File: config.mk
export PLATFORM = sky130hd
export DESIGN_NAME = multicycle_ctrl_v2
export DESIGN_NICKNAME = d
export VERILOG_FILES = /design/src/rtl/mc_ctrl_pkg.sv /design/src/rtl/mc_ctrl_alu_decoder.sv /design/src/rtl/multicycle_ctrl_v2.sv
export SDC_FILE = /design/constraint.sdc
export NUM_CORES = 1
export LEC_CHECK = 0
export BUFFER_PORTS_ARGS = -buffer_cell sky130_fd_sc_hd__buf_2
export CELL_PAD_IN_SITES_DETAIL_PLACEMENT = 1
export CELL_PAD_IN_SITES_GLOBAL_PLACEMENT = 2
export CORE_ASPECT_RATIO = 0.5
export CORE_MARGIN = 1.5
export CORE_UTILIZATION = 27
export CTS_CLUSTER_SIZE = 30
export DETAILED_ROUTE_END_ITERATION = 10
export HOLD_SLACK_MARGIN = 0.05
export PLACE_DENSITY = 0.76
export RECOVER_POWER = 50
export SETUP_SLACK_MARGIN = 0.15
export SYNTH_ARGS = -nofsm -noshare
export SYNTH_HDL_FRONTEND = slang
export SYNTH_SLANG_ARGS = --single-unit
export TNS_END_PERCENT = 30
File: constraint.sdc
create_clock -name clk -period 1.9 [get_ports clk]
set_input_delay 0.19 -clock clk [delete_from_list [all_inputs] [get_ports clk]]
set_output_delay 0.19 -clock clk [all_outputs]
set_load 0.02 [all_outputs]
File: src/rtl/mc_ctrl_pkg.sv
// Shared types for the multicycle RV32I controller: opcodes, FSM states,
// ALU control codes, immediate-source and ALUOp constants.
// Optional build macro ILLEGAL_TRAP_EN adds the TRAP state.
package mc_ctrl_pkg;

  typedef enum logic [6:0] {
    OP_LW     = 7'b0000011,
    OP_SW     = 7'b0100011,
    OP_R      = 7'b0110011,
    OP_I      = 7'b0010011,
    OP_BRANCH = 7'b1100011,
    OP_JAL    = 7'b1101111,
    OP_JALR   = 7'b1100111,
    OP_LUI    = 7'b0110111,
    OP_AUIPC  = 7'b0010111
  } opcodetype;

  typedef enum logic [3:0] {
    FETCH, DECODE, MEMADR, MEMREAD, MEMWB, MEMWRITE, EXECR, EXECI,
    ALUWB, JAL, JALR, JALRLINK, BRANCH, LUI, AUIPC
`ifdef ILLEGAL_TRAP_EN
    , TRAP
`endif
  } statetype;

  typedef enum logic [3:0] {
    ALU_ADD  = 4'b0000,
    ALU_SUB  = 4'b0001,
    ALU_AND  = 4'b0010,
    ALU_OR   = 4'b0011,
    ALU_XOR  = 4'b0100,
    ALU_SLT  = 4'b0101,
    ALU_SLTU = 4'b0110,
    ALU_SLL  = 4'b0111,
    ALU_SRL  = 4'b1000,
    ALU_SRA  = 4'b1001
  } aluctl_t;

  localparam logic [2:0] IMM_I = 3'b000;
  localparam logic [2:0] IMM_S = 3'b001;
  localparam logic [2:0] IMM_B = 3'b010;
  localparam logic [2:0] IMM_J = 3'b011;
  localparam logic [2:0] IMM_U = 3'b100;

  localparam logic [1:0] ALUOP_ADD   = 2'b00;
  localparam logic [1:0] ALUOP_SUB   = 2'b01;
  localparam logic [1:0] ALUOP_FUNCT = 2'b10;

  // Immediate format depends only on the opcode, never on the state.
  function automatic logic [2:0] imm_src_of(input logic [6:0] op);
    logic [2:0] imm;
    case (op)
      OP_SW:            imm = IMM_S;
      OP_BRANCH:        imm = IMM_B;
      OP_JAL:           imm = IMM_J;
      OP_LUI, OP_AUIPC: imm = IMM_U;
      default:          imm = IMM_I;
    endcase
    return imm;
  endfunction

endpackage

File: src/rtl/mc_ctrl_alu_decoder.sv
// ALU decoder: maps ALUOp plus funct3/funct7b5/op[5] to an ALU control code.
module mc_alu_decoder
  import mc_ctrl_pkg::*;
(
  input  logic [1:0] alu_op,
  input  logic [2:0] funct3,
  input  logic       funct7b5,
  input  logic       op5,
  output aluctl_t    alu_ctl
);

  // Fixed add/sub for address and PC math, funct decode for ALU instructions.
  always_comb begin
    alu_ctl = ALU_ADD;
    case (alu_op)
      ALUOP_ADD: alu_ctl = ALU_ADD;
      ALUOP_SUB: alu_ctl = ALU_SUB;
      ALUOP_FUNCT: begin
        case (funct3)
          // op[5] separates R-type sub from addi, whose bit 30 is immediate data
          3'b000:  alu_ctl = (funct7b5 & op5) ? ALU_SUB : ALU_ADD;
          3'b001:  alu_ctl = ALU_SLL;
          3'b010:  alu_ctl = ALU_SLT;
          3'b011:  alu_ctl = ALU_SLTU;
          3'b100:  alu_ctl = ALU_XOR;
          3'b101:  alu_ctl = funct7b5 ? ALU_SRA : ALU_SRL;
          3'b110:  alu_ctl = ALU_OR;
          default: alu_ctl = ALU_AND;
        endcase
      end
      default: alu_ctl = ALU_ADD;
    endcase
  end

endmodule

File: src/rtl/multicycle_ctrl_v2.sv
// Multicycle RV32I controller with a bounded-wait memory handshake.
// Optional build macro ILLEGAL_TRAP_EN: unknown opcodes trap and raise 'illegal'.
//
// Memory handshake: the controller presents an access (fetch, load or store)
// and holds it every cycle until mem_ready=1, which marks the access complete
// in that same cycle. If mem_ready stays low for TIMEOUT_MAX cycles, bus_err
// pulses for that last cycle and the FSM abandons the access and refetches.
module multicycle_ctrl_v2
  import mc_ctrl_pkg::*;
#(
  parameter int TIMEOUT_W   = 8,
  parameter int TIMEOUT_MAX = 255
) (
  input  logic       clk,
  input  logic       reset,
  input  logic [6:0] op,
  input  logic [2:0] funct3,
  input  logic       funct7b5,
  input  logic       Zero,
  input  logic       Lt,
  input  logic       LtU,
  input  logic       mem_ready,
  output logic [2:0] ImmSrc,
  output logic [1:0] ALUSrcA,
  output logic [1:0] ALUSrcB,
  output logic [1:0] ResultSrc,
  output logic       AdrSrc,
  output logic [3:0] ALUControl,
  output logic       IRWrite,
  output logic       PCWrite,
  output logic       RegWrite,
  output logic       MemWrite,
  output logic       bus_err,
`ifdef ILLEGAL_TRAP_EN
  output logic       illegal,
`endif
  output statetype   state_dbg
);

  localparam logic [TIMEOUT_W-1:0] TO_LAST = TIMEOUT_W'(TIMEOUT_MAX - 1);

  statetype             state, state_next;
  logic [TIMEOUT_W-1:0] wait_cnt;
  logic [1:0]           alu_op;
  logic                 wait_state;
  logic                 timeout;
  logic                 taken;
  aluctl_t              alu_ctl;

  assign wait_state = (state == FETCH) || (state == MEMREAD) || (state == MEMWRITE);
  // A completing access in the last wait cycle wins over the timeout.
  assign timeout    = (TIMEOUT_MAX != 0) && wait_state && !mem_ready && (wait_cnt == TO_LAST);
  assign state_dbg  = state;

  mc_alu_decoder u_alu_dec (
    .alu_op   (alu_op),
    .funct3   (funct3),
    .funct7b5 (funct7b5),
    .op5      (op[5]),
    .alu_ctl  (alu_ctl)
  );
  assign ALUControl = alu_ctl;

  // Branch condition from the ALU flags of the rs1 - rs2 compare.
  always_comb begin
    taken = 1'b0;
    case (funct3)
      3'b000:  taken = Zero;
      3'b001:  taken = ~Zero;
      3'b100:  taken = Lt;
      3'b101:  taken = ~Lt;
      3'b110:  taken = LtU;
      3'b111:  taken = ~LtU;
      default: taken = 1'b0;
    endcase
  end

  // State register.
  always_ff @(posedge clk or posedge reset) begin
    if (reset) state <= FETCH;
    else       state <= state_next;
  end

  // Wait counter: runs only while an access is stalled, clears otherwise.
  always_ff @(posedge clk or posedge reset) begin
    if (reset)
      wait_cnt <= '0;
    else if (!wait_state || mem_ready || timeout || (state_next != state))
      wait_cnt <= '0;
    else
      wait_cnt <= wait_cnt + 1'b1;
  end

  // Next-state and datapath controls; every output defaults to 0 / add.
  always_comb begin
    state_next = state;
    ImmSrc     = imm_src_of(op);
    ALUSrcA    = 2'b00;
    ALUSrcB    = 2'b00;
    ResultSrc  = 2'b00;
    AdrSrc     = 1'b0;
    alu_op     = ALUOP_ADD;
    IRWrite    = 1'b0;
    PCWrite    = 1'b0;
    RegWrite   = 1'b0;
    MemWrite   = 1'b0;
    bus_err    = 1'b0;
`ifdef ILLEGAL_TRAP_EN
    illegal    = 1'b0;
`endif
    case (state)
      FETCH: begin
        ALUSrcB   = 2'b10;
        ResultSrc = 2'b10;
        IRWrite   = mem_ready;
        PCWrite   = mem_ready;
        if (mem_ready) state_next = DECODE;
      end
      DECODE: begin
        ALUSrcA = 2'b01;
        ALUSrcB = 2'b01;
        case (op)
          OP_LW, OP_SW: state_next = MEMADR;
          OP_R:         state_next = EXECR;
          OP_I:         state_next = EXECI;
          OP_JAL:       state_next = JAL;
          OP_JALR:      state_next = JALR;
          OP_BRANCH:    state_next = BRANCH;
          OP_LUI:       state_next = LUI;
          OP_AUIPC:     state_next = AUIPC;
`ifdef ILLEGAL_TRAP_EN
          default:      state_next = TRAP;
`else
          default:      state_next = FETCH;
`endif
        endcase
      end
      MEMADR: begin
        ALUSrcA    = 2'b10;
        ALUSrcB    = 2'b01;
        state_next = (op == OP_SW) ? MEMWRITE : MEMREAD;
      end
      MEMREAD: begin
        AdrSrc = 1'b1;
        if (mem_ready) state_next = MEMWB;
      end
      MEMWB: begin
        ResultSrc  = 2'b01;
        RegWrite   = 1'b1;
        state_next = FETCH;
      end
      MEMWRITE: begin
        AdrSrc   = 1'b1;
        MemWrite = 1'b1;
        if (mem_ready) state_next = FETCH;
      end
      EXECR: begin
        ALUSrcA    = 2'b10;
        alu_op     = ALUOP_FUNCT;
        state_next = ALUWB;
      end
      EXECI: begin
        ALUSrcA    = 2'b10;
        ALUSrcB    = 2'b01;
        alu_op     = ALUOP_FUNCT;
        state_next = ALUWB;
      end
      ALUWB: begin
        RegWrite   = 1'b1;
        state_next = FETCH;
      end
      JAL: begin
        ALUSrcA    = 2'b01;
        ALUSrcB    = 2'b10;
        PCWrite    = 1'b1;
        state_next = ALUWB;
      end
      JALR: begin
        ALUSrcA    = 2'b10;
        ALUSrcB    = 2'b01;
        ResultSrc  = 2'b10;
        PCWrite    = 1'b1;
        state_next = JALRLINK;
      end
      JALRLINK: begin
        ALUSrcA    = 2'b01;
        ALUSrcB    = 2'b10;
        state_next = ALUWB;
      end
      BRANCH: begin
        ALUSrcA    = 2'b10;
        alu_op     = ALUOP_SUB;
        PCWrite    = taken;
        state_next = FETCH;
      end
      LUI: begin
        ALUSrcA    = 2'b11;
        ALUSrcB    = 2'b01;
        state_next = ALUWB;
      end
      AUIPC: begin
        ALUSrcA    = 2'b01;
        ALUSrcB    = 2'b01;
        state_next = ALUWB;
      end
`ifdef ILLEGAL_TRAP_EN
      TRAP: begin
        illegal    = 1'b1;
        state_next = TRAP;
      end
`endif
      default: state_next = FETCH;
    endcase
    // Abandoned access: no completion enables fire, fetch starts over.
    if (timeout) begin
      bus_err    = 1'b1;
      state_next = FETCH;
    end
  end

endmodule

==> parameters.txt, run 1 <==
Parameter                              Value

Placed design
  Placer's final routability congestion estimate    just under 0.8
  Number of I/O port buffers    39
  Post-Place Setup Slack    about 220 ps
  DP HPWL    about 2800 µm
  Dpl cell area    ~1500 µm²

Clock network
  Clk Latency, worst-skew pair    about 240 ps
  Clock root buffer    clkbuf_8
  Total number of clock tree sinks    12
  Clk slew on worst S/H paths    50 ps
  Number of clock buffers inserted by TritonCTS    3
  Number of buffers on the longest clock path    2
  TritonCTS clock tree    yes
  # H-tree levels    1

Finish
  Net count of the finished layout    approximately 230
  Synthesis-to-finish area growth    41.1%
  Final std cell area, no fill    about 1700 µm²
  Layout cells sized above 1    0.344
  Commonest non-fill, non-tap cells in the layout    buf_2, nor2_1, buf_4
  Most common cell after layout, fill and taps aside    buf_2
  Area taken by multi-input logic gates    between 900 and 1000 µm²
  Area taken by flip-flops and latches    ~300 µm²
  # fillers    between 500 and 600
  Inserted Diodes    0

STA
  Fmax    550 MHz
  RSZ-0062 raised after global routing    true
  Accumulated negative setup slack    0 ps
  Max transition margin    0.628
  Period minus WS final    1820 ps
  Final worst clock skew    5.70 ps
  Setup violation total in the final timing report    0
  Tcrit/Tclk final    0.956
  Worst Max-Slew Pin Slew    about 550 ps
  Post-layout worst setup margin    ~83 ps
  Max-slew violation count    0
  Hold Fails Final Rpt    0

Power and ir drop
  Power density of the placed cells    1020 nW/µm²
  Max VDD drop    roughly 0.34 mV
  Leakage dissipation    about 0.77 nW

Routing
  Total via count in the routed design    between 1k and 1.5k
  Mean routed wirelength per cell    about 15 µm
  Initial DRT Pass Iterations    4
  Average via count per standard cell    around 5
  Drt first-iter violations    40
  Final routed DRC violation total    0
  Antenna violation net count after detailed routing    0
  Final Routed Wirelength    about 4000 µm

Worst hold path
  Worst min-delay path category    in -> reg
  Start point of the worst min-delay path    mem_ready

Setup path
  Endpoint class of the critical path    primary output
  Kind of critical path    reg -> out
  R2r startpoint    state_dbg[3]
  Data required time of the critical path    approximately 1700 ps
  Startpoint class of the critical path    register
  Startpoint of the worst setup timing path    state_dbg[1]
  Maximum fanout along the worst path    7
  Critical Path AT    around 1600 ps

Synth
  Top cells by area, synth    dfrtp_1, nor2_1, xnor2_1
  Synth async-reset ratio    1.00
  Post-synth EDFFs    0
  Area leader, netlist    dfrtp_1
  Synthesized netlist cell count    around 160
  Synthesis Warnings    0
  Unique masters post-synth    45
  Average size of a mapped cell    roughly 7.5 µm²
  Sequential cell area fraction in the yosys report    0.245
  Fraction of synthesized cell area taken by the top area cell type    0.245
  Share of the synthesized netlist area taken by xor and xnor gates    0.0928
  Simple-Gate Fraction of Synth Area    0.330
  Dominant combinational cell family by area after synthesis    simple AND/OR/NAND/NOR gates
  Dominant register cell in the synthesized netlist    dfrtp_1
  Number of nets produced by synthesis    184
  Flip-flop and latch count after synthesis    12
  Complex-gate fraction of the synthesized area    0.189
  Fraction of synthesized area in multiplexers    0.0245
  Synthesized-area fraction occupied by adder cells    0.0408
  Mapped cell area    1230 µm²

Floorplan
  Die span in x    98.4 µm
  Number of placement rows    17
  Effective utilization at floorplan    0.280
  Die Area    about 5000 µm²
  Std-Cell Core Area    about 4400 µm²
  Count of pins on the block boundary    40
  Die height    about 50 µm

GRT
  Number of antenna violations at the first check in global routing    0
  Final global-route overflow total    0
  Pin count of the biggest net entering global routing    19
  Wire length of the first global-routing pass    6290 µm
  Total Routing Usage GR    0.157
  Vias in the first global route    ~1.3k

Run
  Number of max-cap violations    0

Outcome
  Outcome    completed
through the flow:
step | total power [mW] | util | instances | hold WS, ps
after floorplan | 1.07 | - | 163 | 54.5
after global placement | 1.34 | 0.350 | 253 | 219
after detailed placement | 1.36 | 0.350 | 253 | 234
after CTS | 1.68 | 0.376 | 264 | 385
after global routing | 1.92 | 0.395 | 269 | 465
final | 1.77 | 0.395 | 269 | 438
layout make-up:
class | count | area share
multi-input combinational | 129 | 0.532
timing repair buffer | 57 | 0.202
sequential | 12 | 0.176
tap | 57 | 0.0412
clock buffer | 4 | 0.0260
inverter | 10 | 0.0231
flip-flops by register name, summed over array words and instances, names as in the netlist:
register / flops
wait_cnt: 8
state_dbg: 4
final timing paths:
check | end | slack, ps | cells past startpoint
max | ALUControl[2] | 80 | 5
min | state_dbg[0] | 440 | 4
max reg2reg | state_dbg[1] | 170 | 6
min reg2reg | wait_cnt[0] | 490 | 1
max in group asynchronous | state_dbg[3] | 1040 | 3
min in group asynchronous | wait_cnt[7] | 510 | 3
report_power, final:
part / switching [mW] / total (mW) / internal (mW)
sequential: 0.0627 / 0.365 / 0.302
clock: 0.0950 / 0.243 / 0.148
combinational: 0.692 / 1.17 / 0.474
total: 0.850 / 1.77 / 0.924
cell usage after synthesis, drive strengths merged, types with 2 or more instances:
| library cell | number |
|---|---|
| inv | 10 |
| nor3 | 8 |
| or3 | 2 |
| a21o | 2 |
| o22ai | 4 |
| xor2 | 6 |
| nand4 | 2 |
| and3 | 4 |
| nor2b | 3 |
| a31oi | 2 |
| clkbuf | 4 |
| dfrtp | 12 |
| nor2 | 22 |
| nand2b | 6 |
| nand3 | 8 |
| nor4 | 2 |
| a221o | 2 |
| nand2 | 6 |
| a21oi | 12 |
| nand3b | 3 |
| mux2i | 3 |
| o21ai | 5 |
| a32oi | 2 |
| buf | 8 |
| xnor2 | 7 |
| ha | 4 |
kinds of logic (layout without fill, tap and decap cells):
family,count (synthesis),count (layout)
flops,12,12
buf+inv,22,71
fa+ha+maj,4,4
mux,3,3
simple gates,74,74
compound gates,35,35
xor+xnor,13,13
metal layers:
metal,global-route usage,part of all wire,vias to the layer above
li1,-,-,679
met1,0.205,0.47,671
met2,0.274,0.49,20
met3,0.0348,0.037,3
met4,0.0211,0.0030,0
met5,0,0,-
worst max-delay path: stages, from the launching register on:
cell,delay (ps)
dfrtp_2,470
nor2_4,140
nand3_4,100
ha_4,240
nor4bb_4,250
buf_4,180
timing repair:
item,CTS,global route
resized for setup,5,14
endpoints found under the hold margin,12,0
hold buffers,1,0
pin swaps,4,5
buffers inserted,6,5
endpoints found under the setup margin,6,19
No activity file was read; power rests on OpenSTA's default activity.
==> inputs of run 2 (changes only) <==
--- a/config.mk
+++ b/config.mk
@@ -5,16 +5,17 @@
 export SDC_FILE = /design/constraint.sdc
 export NUM_CORES = 1
 export LEC_CHECK = 0
+export ABC_AREA = 1
 export BUFFER_PORTS_ARGS = -buffer_cell sky130_fd_sc_hd__buf_2
 export CELL_PAD_IN_SITES_DETAIL_PLACEMENT = 1
 export CELL_PAD_IN_SITES_GLOBAL_PLACEMENT = 2
 export CORE_ASPECT_RATIO = 0.5
 export CORE_MARGIN = 1.5
-export CORE_UTILIZATION = 27
+export CORE_UTILIZATION = 25
 export CTS_CLUSTER_SIZE = 30
 export DETAILED_ROUTE_END_ITERATION = 10
 export HOLD_SLACK_MARGIN = 0.05
-export PLACE_DENSITY = 0.76
+export PLACE_DENSITY = 0.77
 export RECOVER_POWER = 50
 export SETUP_SLACK_MARGIN = 0.15
 export SYNTH_ARGS = -nofsm -noshare
==> run 2 against run 1 <==
Against the previous run:
- combinational power shrank 10%
- wire length down 3.7%
- first-iteration DRC count fell by 10%
- count of clock-buffer cells in the layout did not move
- cell area shrank 0.22%
- clock skew down 3.9 ps
- sequential cell count is the same
- setup slack worse by 58 ps
==> parameters.txt, run 2 <==
Parameter                              Value

Outcome
  Outcome    completed

Floorplan
  Die span in x    approximately 100 µm
  Die Area    about 5300 µm²
  Count of pins on the block boundary    40
  Std-Cell Core Area    between 4000 and 5000 µm²
  Number of placement rows    17
  Effective utilization at floorplan    0.266
  Die height    52.0 µm

Synth
  Mapped cell area    ~1200 µm²
  Synthesized netlist cell count    198
  Top cells by area, synth    dfrtp_1, nand2_1, nor2_1
  Post-synth EDFFs    0
  Unique masters post-synth    29
  Number of nets produced by synthesis    around 220
  Fraction of synthesized cell area taken by the top area cell type    0.250
  Synth async-reset ratio    1.00
  Sequential cell area fraction in the yosys report    0.250
  Flip-flop and latch count after synthesis    12
  Most used standard cell by instance count after synthesis    nand2_1
  Post-synth top cells    nand2_1, nor2_1, inv_1
  Synthesis Warnings    0
  Area leader, netlist    dfrtp_1
  Dominant register cell in the synthesized netlist    dfrtp_1
  Average size of a mapped cell    around 6 µm²

STA
  Post-layout worst setup margin    25.0 ps
  Hold Fails Final Rpt    0
  Setup violation total in the final timing report    0
  Period minus WS final    about 1900 ps
  Final-layout worst hold slack    about 370 ps
  Max-slew violation count    0
  RSZ-0062 raised after global routing    true
  Max transition margin    0.659
  Worst Max-Slew Pin Slew    just over 500 ps
  Final worst clock skew    about 1.8 ps
  Fmax    between 500 and 600 MHz
  Tcrit/Tclk final    0.987

Routing
  Highest routed layer    met3
  Total via count in the routed design    1373
  Routed met3 length    about 140 µm
  Final routed DRC violation total    0
  Detailed-routed wire length on met2    roughly 1700 µm
  M1 WL    around 2000 µm
  Final Routed Wirelength    3880 µm
  Initial DRT Pass Iterations    4
  Antenna violation net count after detailed routing    0
  Drt first-iter violations    36
  Mean routed wirelength per cell    approximately 12 µm
  Average via count per standard cell    ~4.3

Setup path
  Ordered list of cells on the worst path    nor2_4 -> inv_2 -> nor2_4 -> inv_2 -> ha_4 -> nor2_4 -> nand3_2 -> a21oi_4 -> buf_6
  Startpoint class of the critical path    register
  Kind of critical path    reg -> out
  Maximum fanout along the worst path    3
  Crit-path most repeated cell    nor2_4
  Endpoint class of the critical path    primary output
  Critical Path AT    1680 ps
  CP max stage delay    approximately 430 ps
  Category of cells accounting for the largest share of critical-path delay    flip-flops
  Data required time of the critical path    between 1500 and 2000 ps
  Sum of buffers and inverters on the critical path    3
  Critical Path Slowest Stage Cell    dfrtp_2

Finish
  Most common cell after layout, fill and taps aside    nand2_1
  Net count of the finished layout    between 200 and 300
  Inserted Diodes    0
  Final std cell area, no fill    approximately 1700 µm²
  Flip-flop count of the largest register after layout    8
  Layout cells sized above 1    0.354
  Commonest non-fill, non-tap cells in the layout    nand2_1, nor2_1, buf_2
  # fillers    600
  Synthesis-to-finish area growth    43.9%
  Largest reg by FF count    wait_cnt

Clock network
  Total number of clock tree sinks    12
  Number of clock buffers inserted by TritonCTS    3
  Clk slew on worst S/H paths    ~60 ps
  # H-tree levels    1
  Number of buffers on the longest clock path    2
  TritonCTS clock tree    yes
  Clk Latency, worst-skew pair    between 200 and 300 ps
  Clock root buffer    clkbuf_8

GRT
  Wire length of the first global-routing pass    between 6000 and 7000 µm
  Pin count of the biggest net entering global routing    13
  Number of antenna violations at the first check in global routing    0
  Final global-route overflow total    0
  Total Routing Usage GR    0.147
  Vias in the first global route    about 1.3k

Power and ir drop
  Power density of the placed cells    a little under 1000 nW/µm²
  Leakage dissipation    between 0.9 and 1 nW
  Max VDD drop    roughly 0.35 mV

Run
  Number of max-cap violations    0

Placed design
  DP HPWL    between 2000 and 3000 µm
  Placer's final routability congestion estimate    about 0.84
  Dpl cell area    roughly 1500 µm²
  Post-Place Setup Slack    58.9 ps
  Number of I/O port buffers    39

Worst hold path
  Worst min-delay path category    in -> reg
## run 2: changes by cell type in the layout (fill, tap and decap cells not counted), moves of 5 or more
cell | previous run | this run
nor2_1 | 18 | 36
xnor2_1 | 7 | 1
inv_1 | 7 | 23
buf_2 | 31 | 36
a21oi_1 | 12 | 7
nand2_1 | 5 | 59
nor3_1 | 8 | 2
clkbuf_1 | 7 | 0
nand3_1 | 7 | 12
inv_2 | 2 | 7
nand2b_1 | 6 | 0
## run 2: final cells by class
type / instances / area [µm²] / share of cell area
Inverter: 31 / 116 / 0.0673
Timing Repair Buffer: 52 / 314 / 0.182
Tap cell: 66 / 82.6 / 0.0478
Sequential cell: 12 / 305 / 0.177
Multi-Input combinational cell: 155 / 855 / 0.495
Clock buffer: 4 / 55.1 / 0.0319
## run 2: metal layers
metal  vias to the layer above  global-route usage
li1                        728                   -
met1                       622               0.207
met2                        23               0.238
met3                         0              0.0336
met4                         0              0.0139
met5                         -                   0
## run 2: final timing paths
kind                                    from             to  slack (ps)  cells past startpoint
worst max-delay path            state_dbg[1]  ALUControl[2]          30                      9
worst min-delay path                   op[6]   state_dbg[0]         370                      6
worst max register to register  state_dbg[0]   state_dbg[1]         470                      8
worst min register to register   wait_cnt[0]    wait_cnt[0]         500                      1
max in group asynchronous              reset   state_dbg[1]        1010                      3
min in group asynchronous              reset    wait_cnt[6]         520                      3
## run 2: report_power, final
part / internal, mW / switching [mW] / total [mW]
Clock: 0.184 / 0.103 / 0.287
Sequential: 0.305 / 0.0580 / 0.363
Combinational: 0.397 / 0.652 / 1.05
## run 2: stage by stage
stage	total power, mW	instances	setup TNS, ps	util
finish	1.70	320	0	0.383
detailed placement	1.27	305	0	0.339
floorplan	0.974	198	0	-
global placement	1.26	305	0	0.339
CTS	1.62	314	0	0.370
global route	1.83	320	-104	0.383
## run 2: cells by family (layout without fill, tap and decap cells)
family | count (synthesis) | after routing | synth area share
xor+xnor | 4 | 4 | 0.0292
fa+ha+maj | 4 | 4 | 0.0417
flops | 12 | 12 | 0.250
buf+inv | 31 | 87 | 0.0969
simple gates | 133 | 133 | 0.518
compound gates | 14 | 14 | 0.0646
## run 2: worst reg2reg max path: cells and delay by family (launching register included)
family                 cells  cell delay, ps
AO/OA/AOI/OAI              2             250
flip-flops                 1             430
buffers and inverters      3             320
AND/OR/NAND/NOR            3             330
## run 2: repair_timing
item	4_1_cts	5_1_grt
pin swaps	4	4
hold endpoints to repair	12	0
setup buffers	4	6
setup endpoints to repair	5	7
hold buffers	1	0
gates resized for setup	14	6
==> inputs of run 3 (changes only) <==
==> constraint.sdc (replaced) <==
create_clock -name clk -period 2.05 [get_ports clk]
set_input_delay 0.205 -clock clk [delete_from_list [all_inputs] [get_ports clk]]
set_output_delay 0.205 -clock clk [all_outputs]
set_load 0.02 [all_outputs]
==> run 3 against run 2 <==
Against the previous run:
- first-iteration DRC count is the same
- via count grew 2.0%
- sequential cell count is the same
- non-clock buffer count grew 1
- worst hold slack gained 35 ps
- sequential share of layout area grew 0.21 points
- largest power group unchanged
- global-route usage is essentially flat
- cell area shrank 2.4%
- wire length shrank 3.8%
==> parameters.txt, run 3 (synthesized netlist as in run 2, its figures left out) <==
Parameter                              Value

Clock network
  Number of clock buffers inserted by TritonCTS    3
  Clock root buffer    clkbuf_8
  # H-tree levels    1
  Clk slew on worst S/H paths    about 50 ps
  Total number of clock tree sinks    12
  Clk Latency, worst-skew pair    between 200 and 250 ps
  TritonCTS clock tree    yes
  Number of buffers on the longest clock path    2

Setup path
  Startpoint class of the critical path    register
  Endpoint class of the critical path    primary output
  Sum of buffers and inverters on the critical path    3
  Kind of critical path    reg -> out
  R2R Setup Slk    between 400 and 500 ps
  Ordered list of cells on the worst path    nor2_2 -> inv_2 -> nor2_4 -> inv_2 -> ha_4 -> nor2_4 -> nand3_2 -> a21oi_4 -> buf_6
  CP max stage delay    390 ps
  Data required time of the critical path    about 1900 ps
  Critical Path Slowest Stage Cell    dfrtp_1
  Maximum fanout along the worst path    2
  Critical Path AT    between 1500 and 2000 ps
  Category of cells accounting for the largest share of critical-path delay    simple AND/OR/NAND/NOR gates

STA
  RSZ-0062 raised after global routing    true
  Max transition margin    0.692
  Final worst clock skew    between 1 and 1.5 ps
  Final-layout worst hold slack    400 ps
  Post-layout worst setup margin    roughly 190 ps
  Max-slew violation count    0
  Accumulated negative setup slack    0 ps
  Setup violation total in the final timing report    0
  Fmax    around 540 MHz
  Hold Fails Final Rpt    0
  Tcrit/Tclk final    0.906
  Period minus WS final    1860 ps
  Worst Max-Slew Pin Slew    roughly 460 ps

Placed design
  Placer's final routability congestion estimate    about 0.83
  DP HPWL    about 3000 µm
  Number of I/O port buffers    39
  Post-Place Setup Slack    171 ps

Routing
  Drt first-iter violations    36
  Mean routed wirelength per cell    11.6 µm
  Final Routed Wirelength    3730 µm
  Initial DRT Pass Iterations    4
  Antenna violation net count after detailed routing    0
  Average via count per standard cell    ~4.4
  Total via count in the routed design    between 1k and 1.5k
  Final routed DRC violation total    0

Run
  Number of max-cap violations    0

GRT
  Final global-route overflow total    0
  Pin count of the biggest net entering global routing    13
  Wire length of the first global-routing pass    roughly 6000 µm
  Total Routing Usage GR    0.147
  Vias in the first global route    about 1.4k
  Number of antenna violations at the first check in global routing    0

Floorplan
  Count of pins on the block boundary    40
  Std-Cell Core Area    ~4500 µm²
  Number of placement rows    17
  Die span in x    approximately 100 µm
  Die height    around 52 µm
  Die Area    around 5300 µm²
  Effective utilization at floorplan    0.266

Finish
  Flip-flop count of the largest register after layout    8
  Layout cells sized above 1    0.298
  Most common cell after layout, fill and taps aside    nand2_1
  Commonest non-fill, non-tap cells in the layout    nand2_1, nor2_1, buf_2
  Largest reg by FF count    wait_cnt
  Synthesis-to-finish area growth    40.4%
  Inserted Diodes    0
  Net count of the finished layout    ~280

Power and ir drop
  Fraction of power consumed by the clock network    0.173
  Portion of total power attributed to combinational logic    0.611
  Power density of the placed cells    886 nW/µm²
  Max VDD drop    roughly 0.30 mV
  Switch Pwr    0.715 mW
  Cell internal pwr    ~0.8 mW
  Leakage dissipation    about 0.91 nW
  Switching power share of the total    0.478
  Part of the power in registers    0.216

Worst hold path
  Worst min-delay path category    in -> reg

Outcome
  Outcome    completed
-- run 3: cell count changes in the layout (fill, tap and decap cells not counted), sizes merged --
cell and delta:
clkbuf +7, buf -6
-- run 3: worst register-to-register path: cells and delay by family, from the launching register on --
| family | cells | cell delay [ps] |
|---|---|---|
| simple gates | 5 | 830 |
| flops | 1 | 360 |
| buf+inv | 2 | 340 |
-- run 3: path summary, 6_finish.rpt --
path                                    from       endpoint  cells after the start
max in group asynchronous              reset   state_dbg[2]                      3
worst max register to register  state_dbg[0]    wait_cnt[7]                      7
worst max-delay path            state_dbg[0]  ALUControl[2]                      9
min in group asynchronous              reset    wait_cnt[4]                      3
worst min-delay path               mem_ready   state_dbg[2]                      5
worst min register to register   wait_cnt[0]    wait_cnt[0]                      1
-- run 3: power by group through the flow --
stage               Combinational (mW)  Clock [mW]  Sequential (mW)
floorplan                        0.515           0            0.363
global placement                 0.820           0            0.321
detailed placement               0.826           0            0.326
CTS                              0.878       0.271            0.322
global route                      1.01       0.283            0.328
finish                           0.913       0.259            0.323
-- run 3: cell type report --
class	instances	area (µm²)
Sequential cell	12	302
Tap cell	66	82.6
Inverter	31	116
Clock buffer	4	55.1
Timing Repair Buffer	53	302
Fill cell	613	2820
Multi-Input combinational cell	155	830
-- run 3: timing repair --
| action | CTS | global route |
|---|---|---|
| setup endpoints to repair | 4 | 4 |
| pin swaps | 4 | 3 |
| gates resized for setup | 11 | 5 |
| cloned | 0 | 0 |
| hold buffers | 1 | 0 |
| hold endpoints to repair | 12 | 0 |
| setup buffers | 2 | 7 |
-- run 3: metrics by stage --
step / cells / power [mW] / util / instance area (µm²)
floorplan: 198 / 0.878 / - / 1220
global placement: 307 / 1.14 / 0.339 / 1530
detailed placement: 307 / 1.15 / 0.339 / 1530
CTS: 314 / 1.47 / 0.365 / 1640
global route: 321 / 1.62 / 0.374 / 1690
finish: 321 / 1.49 / 0.374 / 1690
-- run 3: routing by layer --
metal / global-route usage / part of all wire
met5: 0 / 0
met1: 0.196 / 0.50
met3: 0.0255 / 0.049
met4: 0.0278 / 0.0059
met2: 0.255 / 0.44
